===== config.mk =====
export PLATFORM = sky130hd
export DESIGN_NAME = systolic_load_ctrl
export DESIGN_NICKNAME = d
export VERILOG_FILES = /design/src/rtl/systolic_load_ctrl.sv
export SDC_FILE = /design/constraint.sdc
export NUM_CORES = 1
export LEC_CHECK = 0
export BUFFER_PORTS_ARGS = -buffer_cell sky130_fd_sc_hd__buf_2
export CAP_MARGIN = 40
export CORE_MARGIN = 1
export CORE_UTILIZATION = 48
export CTS_CLUSTER_DIAMETER = 200
export DETAILED_ROUTE_END_ITERATION = 8
export PLACE_DENSITY = 0.73
export REMOVE_ABC_BUFFERS = 1
export SLEW_MARGIN = 20
export SYNTH_ARGS = -nofsm -noshare
export SYNTH_HDL_FRONTEND = slang
export SYNTH_SLANG_ARGS = --single-unit

===== constraint.sdc =====
create_clock -name clk -period 1.7 [get_ports clk]
set_input_delay 0.34 -clock clk [delete_from_list [all_inputs] [get_ports clk]]
set_output_delay 0.34 -clock clk [all_outputs]
set_load 0.01 [all_outputs]

===== src/rtl/systolic_load_ctrl.sv =====
// Load/compute sequencer for the systolic MAC input path.
// Optional load-stall watchdog is built in when LOAD_TIMEOUT_EN is defined.
module systolic_load_ctrl #(
  parameter int unsigned N              = 4,
  parameter int unsigned COMPUTE_CYCLES = 3 * N - 2,
  parameter int unsigned TIMEOUT_CYCLES = 64
) (
  input  logic                     clk,
  input  logic                     reset,
  input  logic                     start,
  input  logic                     abort,
  input  logic                     src_valid,
  output logic                     dest_ready,
  output logic                     next_row,
  output logic                     next_col,
  output logic                     acc_clear,
  output logic                     shift_en,
  output logic                     busy,
  output logic                     done,
  output logic                     err,
  output logic [$clog2(N+1)-1:0]   beat_cnt
);

  localparam int unsigned BW = $clog2(N + 1);
  localparam int unsigned CW = $clog2(COMPUTE_CYCLES + 1);

  typedef enum logic [1:0] {
    S_IDLE    = 2'd0,
    S_LOAD    = 2'd1,
    S_COMPUTE = 2'd2,
    S_DONE    = 2'd3
  } state_t;

  state_t          state_q, state_d;
  logic [BW-1:0]   beat_q, beat_d;
  logic [CW-1:0]   cyc_q, cyc_d;
  logic            dest_ready_q, dest_ready_d;
  logic            next_q, next_d;
  logic            acc_clear_q, acc_clear_d;
  logic            shift_en_q, shift_en_d;
  logic            busy_q, busy_d;
  logic            done_q, done_d;
  logic            err_q, err_d;
  logic            accept_c;

`ifdef LOAD_TIMEOUT_EN
  localparam int unsigned WW = $clog2(TIMEOUT_CYCLES + 1);
  logic [WW-1:0]   wd_q, wd_d;
  logic            timeout_c;
`else
  // The timeout limit only matters when the watchdog is built in.
  if (TIMEOUT_CYCLES == 0) begin : g_timeout_unused
  end
`endif

  assign accept_c = dest_ready_q & src_valid;

  // Next-state, counters and registered-output decode.
  always_comb begin
    state_d = state_q;
    beat_d  = beat_q;
    cyc_d   = cyc_q;
`ifdef LOAD_TIMEOUT_EN
    wd_d      = wd_q;
    timeout_c = 1'b0;
`endif
    case (state_q)
      S_IDLE: begin
        if (start) begin
          state_d = S_LOAD;
          beat_d  = '0;
`ifdef LOAD_TIMEOUT_EN
          wd_d    = '0;
`endif
        end
      end
      S_LOAD: begin
        if (beat_q == BW'(N)) begin
          state_d = S_COMPUTE;
          cyc_d   = '0;
        end else if (accept_c) begin
          beat_d = beat_q + BW'(1);
`ifdef LOAD_TIMEOUT_EN
          wd_d   = '0;
`endif
        end else begin
`ifdef LOAD_TIMEOUT_EN
          if (wd_q == WW'(TIMEOUT_CYCLES - 1)) begin
            timeout_c = 1'b1;
            state_d   = S_IDLE;
            beat_d    = '0;
            wd_d      = '0;
          end else begin
            wd_d = wd_q + WW'(1);
          end
`endif
        end
      end
      S_COMPUTE: begin
        if (cyc_q == CW'(COMPUTE_CYCLES - 1)) begin
          state_d = S_DONE;
        end else begin
          cyc_d = cyc_q + CW'(1);
        end
      end
      S_DONE:  state_d = S_IDLE;
      default: state_d = S_IDLE;
    endcase

    // Abort wins over everything, including a same-cycle start or timeout.
    if (abort) begin
      state_d = S_IDLE;
      beat_d  = '0;
      cyc_d   = '0;
`ifdef LOAD_TIMEOUT_EN
      wd_d      = '0;
      timeout_c = 1'b0;
`endif
    end

    busy_d       = (state_d != S_IDLE);
    dest_ready_d = (state_d == S_LOAD) && (beat_d < BW'(N));
    acc_clear_d  = (state_q == S_IDLE) && (state_d == S_LOAD);
    next_d       = accept_c && !abort;
    shift_en_d   = (state_d == S_COMPUTE);
    done_d       = (state_d == S_DONE);
`ifdef LOAD_TIMEOUT_EN
    err_d        = timeout_c;
`else
    err_d        = 1'b0;
`endif
  end

  always_ff @(posedge clk) begin
    if (!reset) begin
      state_q      <= S_IDLE;
      beat_q       <= '0;
      cyc_q        <= '0;
      dest_ready_q <= 1'b0;
      next_q       <= 1'b0;
      acc_clear_q  <= 1'b0;
      shift_en_q   <= 1'b0;
      busy_q       <= 1'b0;
      done_q       <= 1'b0;
      err_q        <= 1'b0;
`ifdef LOAD_TIMEOUT_EN
      wd_q         <= '0;
`endif
    end else begin
      state_q      <= state_d;
      beat_q       <= beat_d;
      cyc_q        <= cyc_d;
      dest_ready_q <= dest_ready_d;
      next_q       <= next_d;
      acc_clear_q  <= acc_clear_d;
      shift_en_q   <= shift_en_d;
      busy_q       <= busy_d;
      done_q       <= done_d;
      err_q        <= err_d;
`ifdef LOAD_TIMEOUT_EN
      wd_q         <= wd_d;
`endif
    end
  end

  assign dest_ready = dest_ready_q;
  assign next_row   = next_q;
  assign next_col   = next_q;
  assign acc_clear  = acc_clear_q;
  assign shift_en   = shift_en_q;
  assign busy       = busy_q;
  assign done       = done_q;
  assign err        = err_q;
  assign beat_cnt   = beat_q;

endmodule


---- After elaboration in Yosys (flattened, before gate mapping) ----
Index checks and enable logic that the tools add are counted.
operators by class
  magnitude comparators ................... 1
  muxes and demuxes ....................... 13
  bitwise operators ....................... 2
  $add $sub $neg .......................... 2
  reduce and logical (&&, ||, !) cells .... 9
  equality and inequality tests ........... 10
operators with widths
  cell                 number
  $mux 3               4
  $eq 2x2->1 const B   4
  $mux 2               4
  $mux 4               2
  $pmux 2 s4           1
  $pmux 4 s2           1
  $pmux 3 s2           1
  $add 4x1->4 const B  1
  $eq 2x1->1 const B   2
  $eq 4x4->1 const B   1
  $ne 2x2->1 const B   2
  $reduce_bool 2->1    2
  $add 3x1->3 const B  1
  $eq 3x3->1 const B   1
  $logic_and 1x1->1    3
  $lt 3x3->1 const B   1
  $reduce_and 3->1     1
  $logic_not 2->1      1
  $reduce_or 2->1      1
  $and 1x1->1          1
  $logic_not 1->1      1
  $not 1->1            1
word-level totals
  register bits ........................... 15
  word-level logic and storage cells ...... 46
  output and inout port bits .............. 11

---- Logic depth before layout (Yosys ltp) ----
Gate-level depths: netlist of the first run.
  depth after elaboration ................. 7
  gate-level depth with buffers ........... 7
  gate-level depth less buffers ........... 6

---- Worst setup path after synthesis of the first run ----
No wires, ideal clock.
  path kind ............................... register to register
  start ................................... register state_q[0]
  end ..................................... register acc_clear_q (netlist: acc_clear)
  period minus slack after synthesis ...... 1.660 ns
  buffers on the path ..................... 0
  stages on the path, launching flop included .. 7
  arrival time ............................ 1.544 ns
  slack ................................... 0.040 ns
  cell sequence ........................... dfxtp_1 > inv_1 > ha_1 > and4b_1 > or3_1 > and3_4 > and3_1
between the ends
  word-level cells in the longest chain between the ends .. 5
  elaborated cells on any way between the ends .. 11
ends and longest elaborated chain
  item                                      line  text
  start, declared                           34    state_t state_q, state_d;
  start signal, assigned                    150   state_q <= state_d;
  $eq 2x2->1, or another cell as far along  67    case (state_q)
  $pmux 2 s4                                67
  $mux 2                                    111   if (abort) begin
  $eq 2x1->1                                123   acc_clear_d = (state_q == S_IDLE) && (state_d == S_LOAD);
  $logic_and 1x1->1 (*)                     123
  end signal, assigned                      155   acc_clear_q <= acc_clear_d;
  end, declared                             39    logic acc_clear_q, acc_clear_d;
Mark *: on every way between the ends. The rest lies on a longest branch, timed or not.
A chain may end at the register's enable or synchronous reset.

---- Worst setup path after layout of the first run ----
  start ................................... register state_q[0]
  end ..................................... register cyc_q[2]
between the ends
  word-level cells in the longest chain between the ends .. 3
  elaborated cells on any way between the ends .. 7
ends and longest elaborated chain
  item                                                              line  text
  $eq 2x2->1 / $eq 2x1->1 (equally long branches)                   67
  $ne 2x2->1 (no line) / $reduce_bool 2->1 (equally long branches)  -
  $reduce_and 3->1 (no line)                                        -
  end signal, assigned                                              152   cyc_q <= cyc_d;
  end, declared                                                     36    logic [CW-1:0] cyc_q, cyc_d;
Several ways; a longest one is shown, not always the timed one.

==> results.cfg, run 1 <==
[setup_path]
cp-start-kind = flip-flop
cp_max_fo = 3
path_cells = inv_2 -> ha_1 -> and4b_1 -> nand3b_4 -> or4_4 -> a21oi_2
worstPathRequired_ns = 1.91
end_kind = flip-flop
cp_slowest_stage_delay_ns = 0.42
worst_r2r_startpoint = state_q[0]$_SDFF_PN0_
worstPathArrival_ns = 1.85
crit_type = reg2reg
worstSetupStartpoint = state_q[0]$_SDFF_PN0_
reg2reg_slack_ns = 0.06
critPathSlowestCell = or4_4

[worst_hold_path]
hp-class = in2reg
hold_path_startpoint = reset

[clock_tree]
clock_latency_ns = 0.28
h-tree-depth = 1
post-cts-setup-buffers = 0
clkTransAtPathRegs_ns = 0.10
cts_hold_buf = 0
cts_root_buf = clkbuf_4
cts.sinks = 15
cts_max_path_buffers = 2
cts_made_buffers = 3
cts_tree = built

[pwr]
p_leak_nw = 0.4782
cellPowerDensity_nw_per_um2 = 675.3
irDropWorstVdd_mv = 0.3609
total_power_uw = 702.1

[synthesis]
ys_seq_area_frac = 0.3488
post_synth_inst_count = 97
avgSynthCellArea_um2 = 8.874
synth-seq-cells = 15
netlist_area_um2 = 860.8
ys_types = 37
yosys_warnings = 0

[drt]
totalWireLength_um = 1679
dr_total_vias = 734
ant_nets = 0
viasPerCell = 5.133
drt_iter0_markers = 7
route.detailed.drc = 0
routedWlPerCell_um = 11.74
drt_pass1_iterations = 4

[placed_design]
portBuffers = 14
dpl.cell_count = 139
dpl.hpwl_um = 1309
gp_congestion = 0.8654
dp_slack_ns = 0.009562

[sta]
maxSlewViolCount = 0
fmax_ghz = 0.6110
finalClockSkew_ns = 0.008234
final_hold_viol_count = 0
period_minus_slack_ns = 1.637
final.period_utilization = 0.9628
setup_ws_ns = 0.06326
setup_viol = 0

[floorplanning]
die_h_um = 44.35
rows = 14
pin_count = 16
start_util = 0.5400
core_area_um2 = 1594
die_area_um2 = 1967
fp.dieW_um = 44.35

[global_route]
grt_overflow = 0
grt_pass1_vias = 698
grt_max_degree = 10
antenna_found_initial = 0
grt_usage = 0.2027
grt_first_pass_wirelength_um = 2904

[finish]
area_delta_synth_final_pct = 20.79
antennaDiodeCount = 0
nNetsFinal = 132
fin_cells = 143
drive_gt1_frac = 0.3445

[status]
status = finished clean

[flow_run]
maxCapViolations = 0
timing repair:
item                       4_1_cts  5_1_grt
gates resized for setup          2        5
hold endpoints to repair         0        0
setup endpoints to repair        2        5
pin swaps                        0        1
per-layer routing:
| metal | GRT usage | part of all wire | vias to the layer above |
|---|---|---|---|
| li1 | - | - | 374 |
| met1 | 0.2563 | 0.47 | 345 |
| met2 | 0.3353 | 0.49 | 11 |
| met3 | 0.02857 | 0.024 | 4 |
| met4 | 0.1030 | 0.014 | 0 |
| met5 | 0 | 0 | - |
worst max-delay path, delay by kind of cell, from the launching register on:
family                   cells  cell delay, ns
AND/OR/NAND/NOR              3            0.78
AO/OA/AOI/OAI                1            0.14
adder cells (fa/ha/maj)      1            0.22
buffers and inverters        1            0.06
flip-flops                   1            0.36
registers in the layout, summed over array words and instances (netlist names):
register / cells
acc_clear: 1
next_col: 1
shift_en: 1
dest_ready: 1
busy: 1
state_q: 2
beat_cnt: 3
cyc_q: 4
done: 1
area by class of cell:
class	instances	area, µm²
multi-input cells	68	509.2
well taps	24	30.03
clock buffers	3	22.52
inverters	9	33.78
clock inverters	1	5.005
repair buffers	23	137.6
fillers	135	554.3
flip-flops and latches	15	301.5
final timing paths:
kind                            to  cells after the start
min reg2reg  cyc_q[3]$_SDFFE_PP0P_                      2
min          state_q[0]$_SDFF_PN0_                      2
max reg2reg  cyc_q[2]$_SDFFE_PP0P_                      6
max          cyc_q[2]$_SDFFE_PP0P_                      6
placed cells by master (no fill, tap or decap), drive strengths merged, types with 2 or more instances in the layout:
| master | count |
|---|---|
| buf | 23 |
| dfxtp | 15 |
| nor2 | 12 |
| inv | 9 |
| o21ai | 7 |
| ha | 7 |
| a21oi | 5 |
| nand2 | 4 |
| and2 | 3 |
| clkbuf | 3 |
| nand2b | 3 |
| nand3 | 2 |
| a31oi | 2 |
| mux2i | 2 |
| nand4 | 2 |
| or4 | 2 |
| and3 | 2 |
| a21boi | 2 |
cell usage after synthesis:
cell,n,area (µm²)
a21bo_4,1,16.27
a21boi_0,1,7.510
a21boi_2,1,11.26
a21o_1,1,7.510
a21oi_1,5,25.02
a221oi_4,1,26.28
a31o_1,1,8.760
a31oi_1,2,12.51
and2_1,3,18.77
and2b_1,1,7.510
and3_1,1,6.260
and3_4,1,11.26
and4b_1,1,10.01
buf_4,2,15.01
buf_6,1,11.26
clkbuf_1,2,7.510
conb_1,1,3.750
dfxtp_1,15,300.3
ha_1,7,87.58
inv_1,8,30.03
inv_2,1,3.750
mux2i_1,2,20.02
nand2_1,4,15.01
nand2b_1,2,12.51
nand2b_2,1,8.760
nand3_1,2,10.01
nand3b_4,1,20.02
nand4_1,2,12.51
nor2_1,12,45.04
nor4_1,1,6.260
o211a_1,1,10.01
o21ai_0,6,30.03
o21ai_1,1,5.000
o311ai_1,1,8.760
o31ai_1,1,7.510
or3_1,1,6.260
or4_1,2,15.01
stage by stage:
step | utilization | hold slack (ns) | instance area (µm²) | TNS [ns]
2_1_floorplan | - | 0.4535 | 827.0 | 0
3_3_place_gp | 0.6240 | 0.4705 | 994.7 | 0
3_5_place_dp | 0.6240 | 0.4904 | 994.7 | 0
4_1_cts | 0.6436 | 0.3408 | 1026 | 0
5_1_grt | 0.6523 | 0.3381 | 1040 | -0.04931
6_report | 0.6523 | 0.3497 | 1040 | 0
cell families after synthesis:
kind of cell             after synthesis  synth area share
other                                  1          0.004356
adder cells (fa/ha/maj)                7            0.1017
flip-flops                            15            0.3488
buffers and inverters                 14           0.07848
AND/OR/NAND/NOR                       35            0.2384
AO/OA/AOI/OAI                         23            0.2050
multiplexers                           2           0.02326
where the power goes:
group	switching, mW	internal, mW	leakage [nW]
clock network	0.114	0.0871	0.0177
registers	0.00531	0.362	0.122
logic	0.0696	0.0640	0.339
total	0.189	0.513	0.478
No activity file was read; power rests on OpenSTA's default activity.
==> run 2, diff against run 1 <==
--- a/config.mk
+++ b/config.mk
@@ -5,13 +5,14 @@
 export SDC_FILE = /design/constraint.sdc
 export NUM_CORES = 1
 export LEC_CHECK = 0
+export ABC_AREA = 1
 export BUFFER_PORTS_ARGS = -buffer_cell sky130_fd_sc_hd__buf_2
 export CAP_MARGIN = 40
 export CORE_MARGIN = 1
-export CORE_UTILIZATION = 48
+export CORE_UTILIZATION = 46
 export CTS_CLUSTER_DIAMETER = 200
 export DETAILED_ROUTE_END_ITERATION = 8
-export PLACE_DENSITY = 0.73
+export PLACE_DENSITY = 0.74
 export REMOVE_ABC_BUFFERS = 1
 export SLEW_MARGIN = 20
 export SYNTH_ARGS = -nofsm -noshare
==> results.cfg, run 2 <==
[placed_design]
portBuffers = 14
dpl-instance-area_um2 = 848.3
gp_congestion = 0.7741
dpl.cell_count = 133
dp_slack_ns = 0.3346
dpl.hpwl_um = 1045

[clock_tree]
h-tree-depth = 1
cts_made_buffers = 3
clkTransAtPathRegs_ns = 0.09
cts-resized-gates = 0
cts_tree = built
cts_hold_buf = 0
post-cts-setup-buffers = 0
clock_latency_ns = 0.28
cts_root_buf = clkbuf_4
cts_max_path_buffers = 2
cts.sinks = 15

[drt]
drt_iter0_markers = 8
route.detailed.drc = 0
ant_nets = 0
dr_total_vias = 681
drt_pass1_iterations = 4
totalWireLength_um = 1309
routedWlPerCell_um = 9.555
viasPerCell = 4.971

[setup_path]
path_cells = inv_1 -> ha_1 -> nand2_1 -> nand2_2 -> nand3_2 -> inv_1 -> o21ai_0 -> nor2_1
critPathBufInv = 2
worstPathRequired_ns = 1.88
cp_slowest_stage_delay_ns = 0.38
worstPathArrival_ns = 1.57
path_common_cell = inv_1
end_kind = flip-flop
cp_top_family = flip-flops
critPathSlowestCell = dfxtp_1
crit_type = reg2reg
cp-start-kind = flip-flop
cp_max_fo = 5

[floorplanning]
die_area_um2 = 1849
rows = 14
pin_count = 16
start_util = 0.5016
core_area_um2 = 1541
fp.dieW_um = 43
die_h_um = 43

[synthesis]
synthTopCellsByArea = dfxtp_1, ha_1, nand2_1
synth_xor_area_frac = 0
post_synth_inst_count = 105
synth-async-reset-ratio = 0
yosys.area.top_type_share = 0.3883
yosysTopAreaCell = dfxtp_1
yosys_warnings = 0
netlist_area_um2 = 773.2
synth-seq-cells = 15
synth_fa_ha_area_frac = 0.1133
synth-simple-area-share = 0.2557
avgSynthCellArea_um2 = 7.364
synth_mux_area_frac = 0
synth_top_family_by_area = simple AND/OR/NAND/NOR gates
ys_top_cells_by_count = nand2_1, inv_1, dfxtp_1, nor2_1, a21oi_1
synth_ff_type = dfxtp_1
synth_edf_count = 0
synth_compound_area_frac = 0.1311
ys_seq_area_frac = 0.3883
ys_types = 19
yosysMostFrequentCell = nand2_1

[sta]
maxSlewViolCount = 0
final.period_utilization = 0.8217
fmax_ghz = 0.7159
tns_ns = 0
period_minus_slack_ns = 1.397
rsz0062_at_grt = no
setup_ws_ns = 0.3032
setup_viol = 0
whs_ns = 0.2940
finalClockSkew_ns = 0.007820
final_hold_viol_count = 0

[finish]
largest_reg_flops = 4
drive_gt1_frac = 0.2231
antennaDiodeCount = 0
layout_commonest_cell = nand2_1
fin_cells = 137
fin_area_um2 = 874.6
mostFrequentLayoutCells = nand2_1, inv_1, dfxtp_1, buf_2, nor2_1
top_register = cyc_q
nNetsFinal = 134
area_delta_synth_final_pct = 13.11

[global_route]
grt_overflow = 0
grt_max_degree = 9
grt_first_pass_wirelength_um = 2401
antenna_found_initial = 0
grt_usage = 0.1694
grt_pass1_vias = 629

[pwr]
irDropWorstVdd_mv = 0.5050
p_leak_nw = 0.4241
cellPowerDensity_nw_per_um2 = 781.2

[worst_hold_path]
hp-class = in2reg

[flow_run]
maxCapViolations = 0

[status]
status = finished clean
## run 2: path summary, 6_finish.rpt
check / slack (ns) / cells past startpoint / from / end
setup / recovery: 0.30 / 8 / beat_cnt[0]$_SDFFE_PP0P_ / cyc_q[0]$_SDFFE_PP0P_
hold / removal: 0.29 / 3 / src_valid / next_col$_SDFF_PN0_
setup reg to reg: 0.30 / 8 / beat_cnt[0]$_SDFFE_PP0P_ / cyc_q[0]$_SDFFE_PP0P_
hold reg to reg: 0.48 / 2 / dest_ready$_SDFF_PN0_ / next_col$_SDFF_PN0_
## run 2: layout make-up
class / instances / area, µm²
Clock buffer: 4 / 26.28
Fill cell: 146 / 666.9
Inverter: 18 / 67.56
Multi-Input combinational cell: 70 / 390.4
Sequential cell: 15 / 300.3
Tap cell: 16 / 20.02
Timing Repair Buffer: 14 / 70.07
## run 2: report_power, final
group          internal [mW]  switching [mW]
sequential             0.365         0.00779
clock                 0.0911           0.112
combinational         0.0390          0.0687
## run 2: cells by family (layout without fill, tap and decap cells)
group,after synthesis,in the layout
AOI/OAI and AO/OA,18,18
adders and majority gates,7,7
buffers and inverters,20,36
DFF,15,15
other,1,1
and+or+nand+nor,44,44
## run 2: layer usage
metal  wire length (µm)  global-route usage  vias up
li1                   -                   -      363
met2                598              0.2879       13
met1                642              0.2032      301
met3                 45             0.02553        4
met5                  0                   0        -
met4                 22             0.09091        0
## run 2: worst reg2reg max path, cell delays in order, from the launching register on
cell and delay [ns]:
dfxtp_1 0.38, inv_1 0.08, ha_1 0.21, nand2_1 0.12
nand2_2 0.09, nand3_2 0.11, inv_1 0.09, o21ai_0 0.15
nor2_1 0.05
## run 2: through the flow
| step | total power, mW | util |
|---|---|---|
| after floorplan | 0.4586 | - |
| after global placement | 0.4871 | 0.5503 |
| after detailed placement | 0.4884 | 0.5503 |
| after CTS | 0.6865 | 0.5674 |
| after global routing | 0.7128 | 0.5674 |
| final | 0.6832 | 0.5674 |
==> run 3, diff against run 2 <==
--- a/config.mk
+++ b/config.mk
@@ -9,10 +9,10 @@
 export BUFFER_PORTS_ARGS = -buffer_cell sky130_fd_sc_hd__buf_2
 export CAP_MARGIN = 40
 export CORE_MARGIN = 1
-export CORE_UTILIZATION = 46
+export CORE_UTILIZATION = 51
 export CTS_CLUSTER_DIAMETER = 200
 export DETAILED_ROUTE_END_ITERATION = 8
-export PLACE_DENSITY = 0.74
+export PLACE_DENSITY = 0.77
 export REMOVE_ABC_BUFFERS = 1
 export SLEW_MARGIN = 20
 export SYNTH_ARGS = -nofsm -noshare
==> constraint.sdc (replaced) <==
create_clock -name clk -period 1.35 [get_ports clk]
set_input_delay 0.27 -clock clk [delete_from_list [all_inputs] [get_ports clk]]
set_output_delay 0.27 -clock clk [all_outputs]
set_load 0.01 [all_outputs]
==> results.cfg, run 3 (same netlist as run 2, synthesis figures left out) <==
[status]
status = finished clean

[setup_path]
worstSetupStartpoint = state_q[0]$_SDFF_PN0_
end_kind = flip-flop
worstPathArrival_ns = 1.54
cp-start-kind = flip-flop
worstPathRequired_ns = 1.57
crit_type = reg2reg
worst_r2r_startpoint = state_q[0]$_SDFF_PN0_
cp_max_fo = 4

[sta]
tns_ns = 0
final.period_utilization = 0.9805
whs_ns = 0.2224
rsz0062_at_grt = yes
final_hold_viol_count = 0
period_minus_slack_ns = 1.324
fmax_ghz = 0.7554
maxSlewViolCount = 0
finalClockSkew_ns = 0.006492
setup_viol = 0

[clock_tree]
clkTransAtPathRegs_ns = 0.09
clock_latency_ns = 0.29
cts_max_path_buffers = 2
cts_hold_buf = 0
cts_root_buf = clkbuf_4
h-tree-depth = 1
cts_made_buffers = 3
cts_tree = built
cts.sinks = 15

[finish]
area_delta_synth_final_pct = 34.79
mostFrequentLayoutCells = nand2_1, buf_2, nor2_1
nNetsFinal = 143
multi_input_area_um2 = 467.9
top_register = cyc_q
fin_util = 0.7720
largest_reg_flops = 4
nFillCells = 96
antennaDiodeCount = 0
ff_latch_area_um2 = 310.3
drive_gt1_frac = 0.4385

[pwr]
cellPowerDensity_nw_per_um2 = 896.9
total_power_uw = 934.8
p_leak_nw = 0.4821
irDropWorstVdd_mv = 0.5627

[global_route]
grt_pass1_vias = 626
grt_max_degree = 9
grt_first_pass_wirelength_um = 2470
grt_overflow = 0
antenna_found_initial = 0
grt_usage = 0.2350

[drt]
drt_iter0_markers = 9
viasPerCell = 5.152
dr_total_vias = 747
totalWireLength_um = 1797
ant_nets = 0
route.detailed.drc = 0
drt_pass1_iterations = 4
routedWlPerCell_um = 12.39

[floorplanning]
die_area_um2 = 1676
rows = 13
die_h_um = 40.94
fp.dieW_um = 40.94
pin_count = 16
core_area_um2 = 1350
start_util = 0.5728

[placed_design]
dpl.hpwl_um = 1204
gp_congestion = 0.7639
portBuffers = 14

[worst_hold_path]
hold_path_startpoint = src_valid
hp-class = in2reg

[flow_run]
maxCapViolations = 0
[run 3: cell count changes in the layout (fill, tap and decap cells not counted), sizes merged]
cell,change
buf,+9
[run 3: power by group]
group	switching, mW	internal (mW)
Clock	0.142	0.115
Combinational	0.118	0.0887
Sequential	0.0114	0.460
[run 3: metal layers]
| metal | global-route usage | vias up | wire length [µm] |
|---|---|---|---|
| li1 | - | 381 | - |
| met4 | 0.1167 | 0 | 55 |
| met5 | 0 | - | 0 |
| met1 | 0.2757 | 345 | 782 |
| met3 | 0.09783 | 7 | 57 |
| met2 | 0.3633 | 14 | 901 |
[run 3: worst paths after layout]
path | endpoint | cells after the start | slack [ns]
max reg2reg | beat_cnt[1]$_SDFFE_PP0P_ | 8 | 0.03
min | next_col$_SDFF_PN0_ | 3 | 0.22
max | beat_cnt[1]$_SDFFE_PP0P_ | 8 | 0.03
min reg2reg | next_col$_SDFF_PN0_ | 2 | 0.47
[run 3: what timing repair did]
| item | CTS | global route |
|---|---|---|
| endpoints found under the hold margin | 0 | 0 |
| buffers inserted | 0 | 3 |
| gates resized for setup | 5 | 30 |
| pin swaps | 0 | 7 |
| setup endpoints to repair | 9 | 12 |
[run 3: critical path: stages (launching register included)]
cell and delay, ns:
dfxtp_2 0.37, buf_6 0.11, ha_4 0.15, inv_2 0.04
nand2_2 0.06, o21ai_2 0.06, a21oi_2 0.19, o21ai_1 0.12
a21oi_1 0.13
[run 3: area by class of cell]
cell class / count / share of cell area
Clock buffer: 4 / 0.02521
Inverter: 18 / 0.07443
Multi-Input combinational cell: 70 / 0.4490
Sequential cell: 15 / 0.2977
Tap cell: 15 / 0.01801
Timing Repair Buffer: 23 / 0.1357
[run 3: per-stage QoR]
step	instances	instance area [µm²]	setup slack (ns)
finish	145	1042	0.02628
global route	145	1042	-0.02443
CTS	142	927.1	0.01229
detailed placement	138	892.1	-0.04803
global placement	138	892.1	0.05576
floorplan	103	758.2	0.03934
